## src/rtl/mini_alu_stack_core.sv

```systemverilog
// rtl/mini_alu_stack_core.sv - two-stage MiniAlu sequencer with parametrised
// register file, return-address stack, branch flush and sticky stack errors.
module mini_alu_stack_core #(
   parameter  int ADDR_W      = 16,
   parameter  int DATA_W      = 16,
   parameter  int NUM_REGS    = 8,
   parameter  int STACK_DEPTH = 4,
   parameter  int BTN_W       = 5,
   localparam int SP_W        = $clog2(STACK_DEPTH + 1)
) (
   input  logic              Clock,
   input  logic              Reset,
   output logic [ADDR_W-1:0] oIP,
   input  logic [27:0]       iInstruction,
   input  logic [BTN_W-1:0]  iBtn,
   output logic              oVGAWe,
   output logic [15:0]       oVGAAddr,
   output logic [2:0]        oVGAColor,
   output logic [7:0]        oLed,
   output logic [SP_W-1:0]   oStackDepth,
   output logic [1:0]        oStackErr
);

   localparam int IDX_W = (NUM_REGS > 1) ? $clog2(NUM_REGS) : 1;
   localparam int STK_W = (STACK_DEPTH > 1) ? $clog2(STACK_DEPTH) : 1;

   typedef enum logic [3:0] {
      OP_NOP  = 4'h0, OP_STO = 4'h1, OP_ADD = 4'h2, OP_SUB = 4'h3,
      OP_INC  = 4'h4, OP_BGE = 4'h5, OP_BLE = 4'h6, OP_JMP = 4'h7,
      OP_CALL = 4'h8, OP_RET = 4'h9, OP_VGA = 4'hA, OP_LED = 4'hB,
      OP_BTN  = 4'hC
   } op_e;

   logic [27:0]       dec;
   logic [DATA_W-1:0] regs  [NUM_REGS];
   logic [ADDR_W-1:0] stack [STACK_DEPTH];
   logic [SP_W-1:0]   sp;

   op_e               op;
   logic [7:0]        dst, s1, s0;
   logic [IDX_W-1:0]  dst_i, s1_i, s0_i;
   logic [DATA_W-1:0] rs1, rs0;
   logic [STK_W-1:0]  push_i, top_i;

   logic              taken, push, pop, ovf, unf, wr_en;
   logic [ADDR_W-1:0] target;
   logic [DATA_W-1:0] wr_data;

   assign op     = op_e'(dec[27:24]);
   assign dst    = dec[23:16];
   assign s1     = dec[15:8];
   assign s0     = dec[7:0];
   assign dst_i  = dst[IDX_W-1:0];
   assign s1_i   = s1[IDX_W-1:0];
   assign s0_i   = s0[IDX_W-1:0];
   assign rs1    = regs[s1_i];
   assign rs0    = regs[s0_i];
   assign push_i = STK_W'(sp);
   assign top_i  = STK_W'(sp - SP_W'(1));

   assign oStackDepth = sp;

   always_comb begin
      taken   = 1'b0;
      push    = 1'b0;
      pop     = 1'b0;
      ovf     = 1'b0;
      unf     = 1'b0;
      wr_en   = 1'b0;
      wr_data = '0;
      target  = ADDR_W'(dst);
      case (op)
         OP_STO: begin wr_en = 1'b1; wr_data = DATA_W'({s1, s0}); end
         OP_ADD: begin wr_en = 1'b1; wr_data = rs1 + rs0; end
         OP_SUB: begin wr_en = 1'b1; wr_data = rs1 - rs0; end
         OP_INC: begin wr_en = 1'b1; wr_data = rs1 + DATA_W'(1); end
         OP_BTN: begin wr_en = 1'b1; wr_data = rs1 + DATA_W'(iBtn); end
         OP_BGE: taken = (rs1 >= rs0);
         OP_BLE: taken = (rs1 <= rs0);
         OP_JMP: taken = 1'b1;
         OP_CALL: begin
            if (sp == SP_W'(STACK_DEPTH)) ovf = 1'b1;
            else begin push = 1'b1; taken = 1'b1; end
         end
         OP_RET: begin
            if (sp == '0) unf = 1'b1;
            else begin pop = 1'b1; taken = 1'b1; target = stack[top_i]; end
         end
         default: ;
      endcase
   end

   always_ff @(posedge Clock) begin
      if (Reset) begin
         oIP       <= '0;
         dec       <= '0;
         sp        <= '0;
         oStackErr <= '0;
         oLed      <= '0;
         oVGAWe    <= 1'b0;
         oVGAAddr  <= '0;
         oVGAColor <= '0;
         for (int i = 0; i < NUM_REGS; i++) regs[i] <= '0;
      end else begin
         // A taken transfer replaces the already-fetched next instruction with NOP.
         if (taken) begin
            oIP <= target;
            dec <= '0;
         end else begin
            oIP <= oIP + ADDR_W'(1);
            dec <= iInstruction;
         end
         if (wr_en) regs[dst_i] <= wr_data;
         if (push) sp <= sp + SP_W'(1);
         else if (pop) sp <= sp - SP_W'(1);
         oStackErr <= oStackErr | {ovf, unf};
         if (op == OP_LED) oLed <= rs1[7:0];
         oVGAWe <= (op == OP_VGA);
         if (op == OP_VGA) begin
            oVGAAddr  <= {rs1[7:0], rs0[7:0]};
            oVGAColor <= dst[2:0];
         end
      end
   end

   // While a real instruction sits in decode, oIP already equals its address + 1.
   always_ff @(posedge Clock) begin
      if (!Reset && push) stack[push_i] <= oIP;
   end

endmodule
```

## config.mk

```make
export PLATFORM = sky130hd
export DESIGN_NAME = mini_alu_stack_core
export DESIGN_NICKNAME = d
export VERILOG_FILES = /design/src/rtl/mini_alu_stack_core.sv
export SDC_FILE = /design/constraint.sdc
export NUM_CORES = 1
export LEC_CHECK = 0
export ABC_CLOCK_PERIOD_IN_PS = 5500
export BUFFER_PORTS_ARGS = -buffer_cell sky130_fd_sc_hd__buf_4
export CORE_ASPECT_RATIO = 1.75
export CORE_MARGIN = 1
export CORE_UTILIZATION = 50
export CTS_CLUSTER_DIAMETER = 50
export DETAILED_ROUTE_END_ITERATION = 12
export HOLD_SLACK_MARGIN = 0.03
export PLACE_DENSITY = 0.68
export SYNTH_ARGS = -nofsm -noshare
export SYNTH_HDL_FRONTEND = slang
export SYNTH_SLANG_ARGS = --single-unit
```

## constraint.sdc

```tcl
create_clock -name Clock -period 5.5 [get_ports Clock]
set_input_delay 1.375 -clock Clock [delete_from_list [all_inputs] [get_ports Clock]]
set_output_delay 1.375 -clock Clock [all_outputs]
set_load 0.02 [all_outputs]
```

==> impl_metrics.toml <==
[outcome]
status = "finished, final reports clean"

[global_route]
grt_pass1_vias = 9663
grt_pass1_wl_um = 53700
grt.overflow.total = 0
grt_max_degree = 58
antenna_found_initial = 0
grtUsageTotal_pct = 25.7

[yosys]
synthCells = 1072
ys_warn_count = 0
ys_top_cells_by_count = "192 x edfxtp_1, 175 x nor2_1, 80 x mux4_2, 77 x dfxtp_1, 53 x a21oi_1"
synthesis.area_um2 = 13700
yosysMostFrequentCell = "edfxtp_1"
synthTopCellsByArea = "edfxtp_1 42%, mux4_2 13%, dfxtp_1 11%, nor2_1 4.8%, ha_1 3.5%"
syn_nets = 1147
ys.flop_type = "edfxtp_1"
synth_top_area_cell = "edfxtp_1"
synth_edf_count = 192
synth.yosys.seq_area_share_pct = 53.3
synth_cell_types = 70
yosys_register_bits = 269
netlist.area_leader.share_pct = 42.1
ys_async_sr_fraction_pct = 0
postSynthAreaPerCell_um2 = 12.8

[flow_run]
max-cap-violations = 0

[die]
coreArea_um2 = 26800
design.die.area_um2 = 28100
initial_core_util_pct = 51.2
fp.dieW_um = 127
rows = 79
die_y_um = 221
io_pins = 84

[sta]
fin_tns_setup_ps = 0
setup_ws_ps = 749
finalHoldViolations = 0
fin_worst_skew_ps = 10.8
fin_crit_ps = 4750
slew_headroom_pct = 17.9
tightest_slew_ps = 1230
clock.fmax_mhz = 210
finalSetupViolations = 0
rsz0062_at_grt = "false"
slew_violations = 0
timing.final.crit_share_pct = 86.4

[clocking]
numCtsBuffers = 24
root_buffer = "clkbuf_16"
path_clk_slew_ps = 60
clock-sinks = 269
cts_tree = "yes"
cts_resized = 0
clockBufferDepth = 3
post_cts_buffers = 0
cts_htree_levels = 1
insertion_delay_ps = 540
hold_buffers = 0

[power_and_ir_drop]
finalPower_mw = 4.97
pwr-share-clk_pct = 33.1
p_sw_mw = 1.40
pwr-share-seq_pct = 46.4
switching_share_pct = 28.1
peakVddDrop_uv = 189
intPower_mw = 3.58
leakage_nw = 5.59
power.density_nw_per_um2 = 319
comb_power_share_pct = 20.5

[route]
vias = 9238
wirelength_um = 35400
wl_per_cell_um = 22.9
via_per_inst = 5.99
dr.pass1.iters = 5
postRouteAntennaNets = 0
drc = 0
drt-initial-drc-count = 608

[place]
place_ws_ps = 704
gp_congestion = 0.886
dpl.hpwl_um = 25200
numPortBuffers = 83

[setup_path]
reg2reg_depth = 13
worst_setup_path_start_kind = "flop"
r2r-start = "dec[8]"
reg2reg_to = "regs[7][14]"
cp_max_fo = 23
critPathKind = "flop to flop"
rrSetupSlack_ps = 750
cp.required_ps = 5770
end_kind = "flop"
critPathArrivalTime_ps = 5020

[final_layout]
fin_util_pct = 58.2
nNetsFinal = 1236
area_growth_pct = 13.8
n_antenna_cell = 0
drive_above_1_share_pct = 25.3
fillers = 2202

[min_path]
holdPathStages = 2
hold_start = "oLed[1]"
hp-class = "flop to flop"
holdPathEnd = "oLed[1]"
[area by class of cell]
| class | count | area, µm² | share of cell area (%) |
|---|---|---|---|
| inverter | 31 | 116 | 0.746 |
| clock inverter | 10 | 81.3 | 0.522 |
| clock buffer | 34 | 679 | 4.36 |
| tap | 364 | 455 | 2.92 |
| sequential | 269 | 7310 | 46.9 |
| multi-input combinational | 713 | 6020 | 38.6 |
| timing repair buffer | 122 | 928 | 5.95 |
[how the worst max path moves through the flow]
| stage | startpoint | to | slack (ps) | depth (start not counted) |
|---|---|---|---|---|
| finish | dec[8] | regs[7][14] | 750 | 13 |
| global route | dec[9] | dec[11] | 410 | 11 |
| CTS | dec[9] | dec[8] | 690 | 11 |
| detailed placement | dec[9] | dec[25] | 700 | 11 |
| global placement | dec[9] | dec[8] | 810 | 11 |
| floorplan | dec[8] | regs[0][15] | 1610 | 13 |
[kinds of logic after synthesis]
family | count (synthesis) | share of synthesized area, %
adder cells (fa/ha/maj) | 40 | 3.76
XOR/XNOR | 34 | 2.17
AND/OR/NAND/NOR | 335 | 11.8
buffers and inverters | 90 | 2.89
multiplexers | 128 | 16.7
flip-flops | 269 | 53.3
AO/OA/AOI/OAI | 176 | 9.29
[registers in the layout, indices dropped and copies added, names as in the netlist]
register and cells:
oLed 8, oStackDepth 3, oVGAAddr 16, regs 128, oIP 16, dec 28, oStackErr 2, stack 64
oVGAColor 3, oVGAWe 1
[critical path, stage by stage (launching register included)]
cell and delay, ps:
dfxtp_2 590, buf_12 280, mux4_2 530, mux2i_1 350, inv_1 100, ha_1 240, fa_1 440, a21oi_1 280
o21ai_0 280, a221oi_2 460, o21ai_0 190, xor2_1 180, a22oi_2 410, a21oi_1 130
[per-layer routing]
layer | share of wire [%] | global-route usage [%]
met1 | 34 | 27.3
met2 | 55 | 48.1
met3 | 5.3 | 2.73
met4 | 5.6 | 15.4
met5 | 0 | 0
[power groups by stage]
stage          registers (mW)  clock network, mW  logic [mW]
2_1_floorplan            2.33                  0       0.733
3_3_place_gp             2.35                  0        1.00
3_5_place_dp             2.35                  0        1.00
4_1_cts                  2.31               1.68        1.01
5_1_grt                  2.32               1.75        1.10
6_report                 2.31               1.65        1.02
[cells in the final DEF, fill, tap and decap left out, types with 12 or more instances in the layout]
cell type | synthesis | routed
nand3_1 | 24 | 24
clkbuf_16 | 0 | 25
dfxtp_1 | 77 | 75
nand2_1 | 34 | 34
xor2_1 | 18 | 18
nand2b_1 | 16 | 16
nor2_1 | 175 | 175
nor3_1 | 15 | 12
xnor2_1 | 16 | 16
ha_1 | 38 | 38
mux2i_1 | 40 | 40
and2_4 | 20 | 20
mux4_2 | 80 | 80
a211oi_1 | 32 | 32
o21ai_0 | 19 | 19
and2_1 | 13 | 13
a21oi_1 | 53 | 53
buf_4 | 0 | 121
inv_1 | 31 | 31
edfxtp_1 | 192 | 192
[stage by stage]
stage               hold slack (ps)  std cells  cell area [µm²]
global placement                471       1499            14800
global route                    525       1543            15600
finish                          505       1543            15600
detailed placement              496       1499            14800
CTS                             507       1543            15600
floorplan                       502       1072            13700
Power figures use the tool's default switching activity.
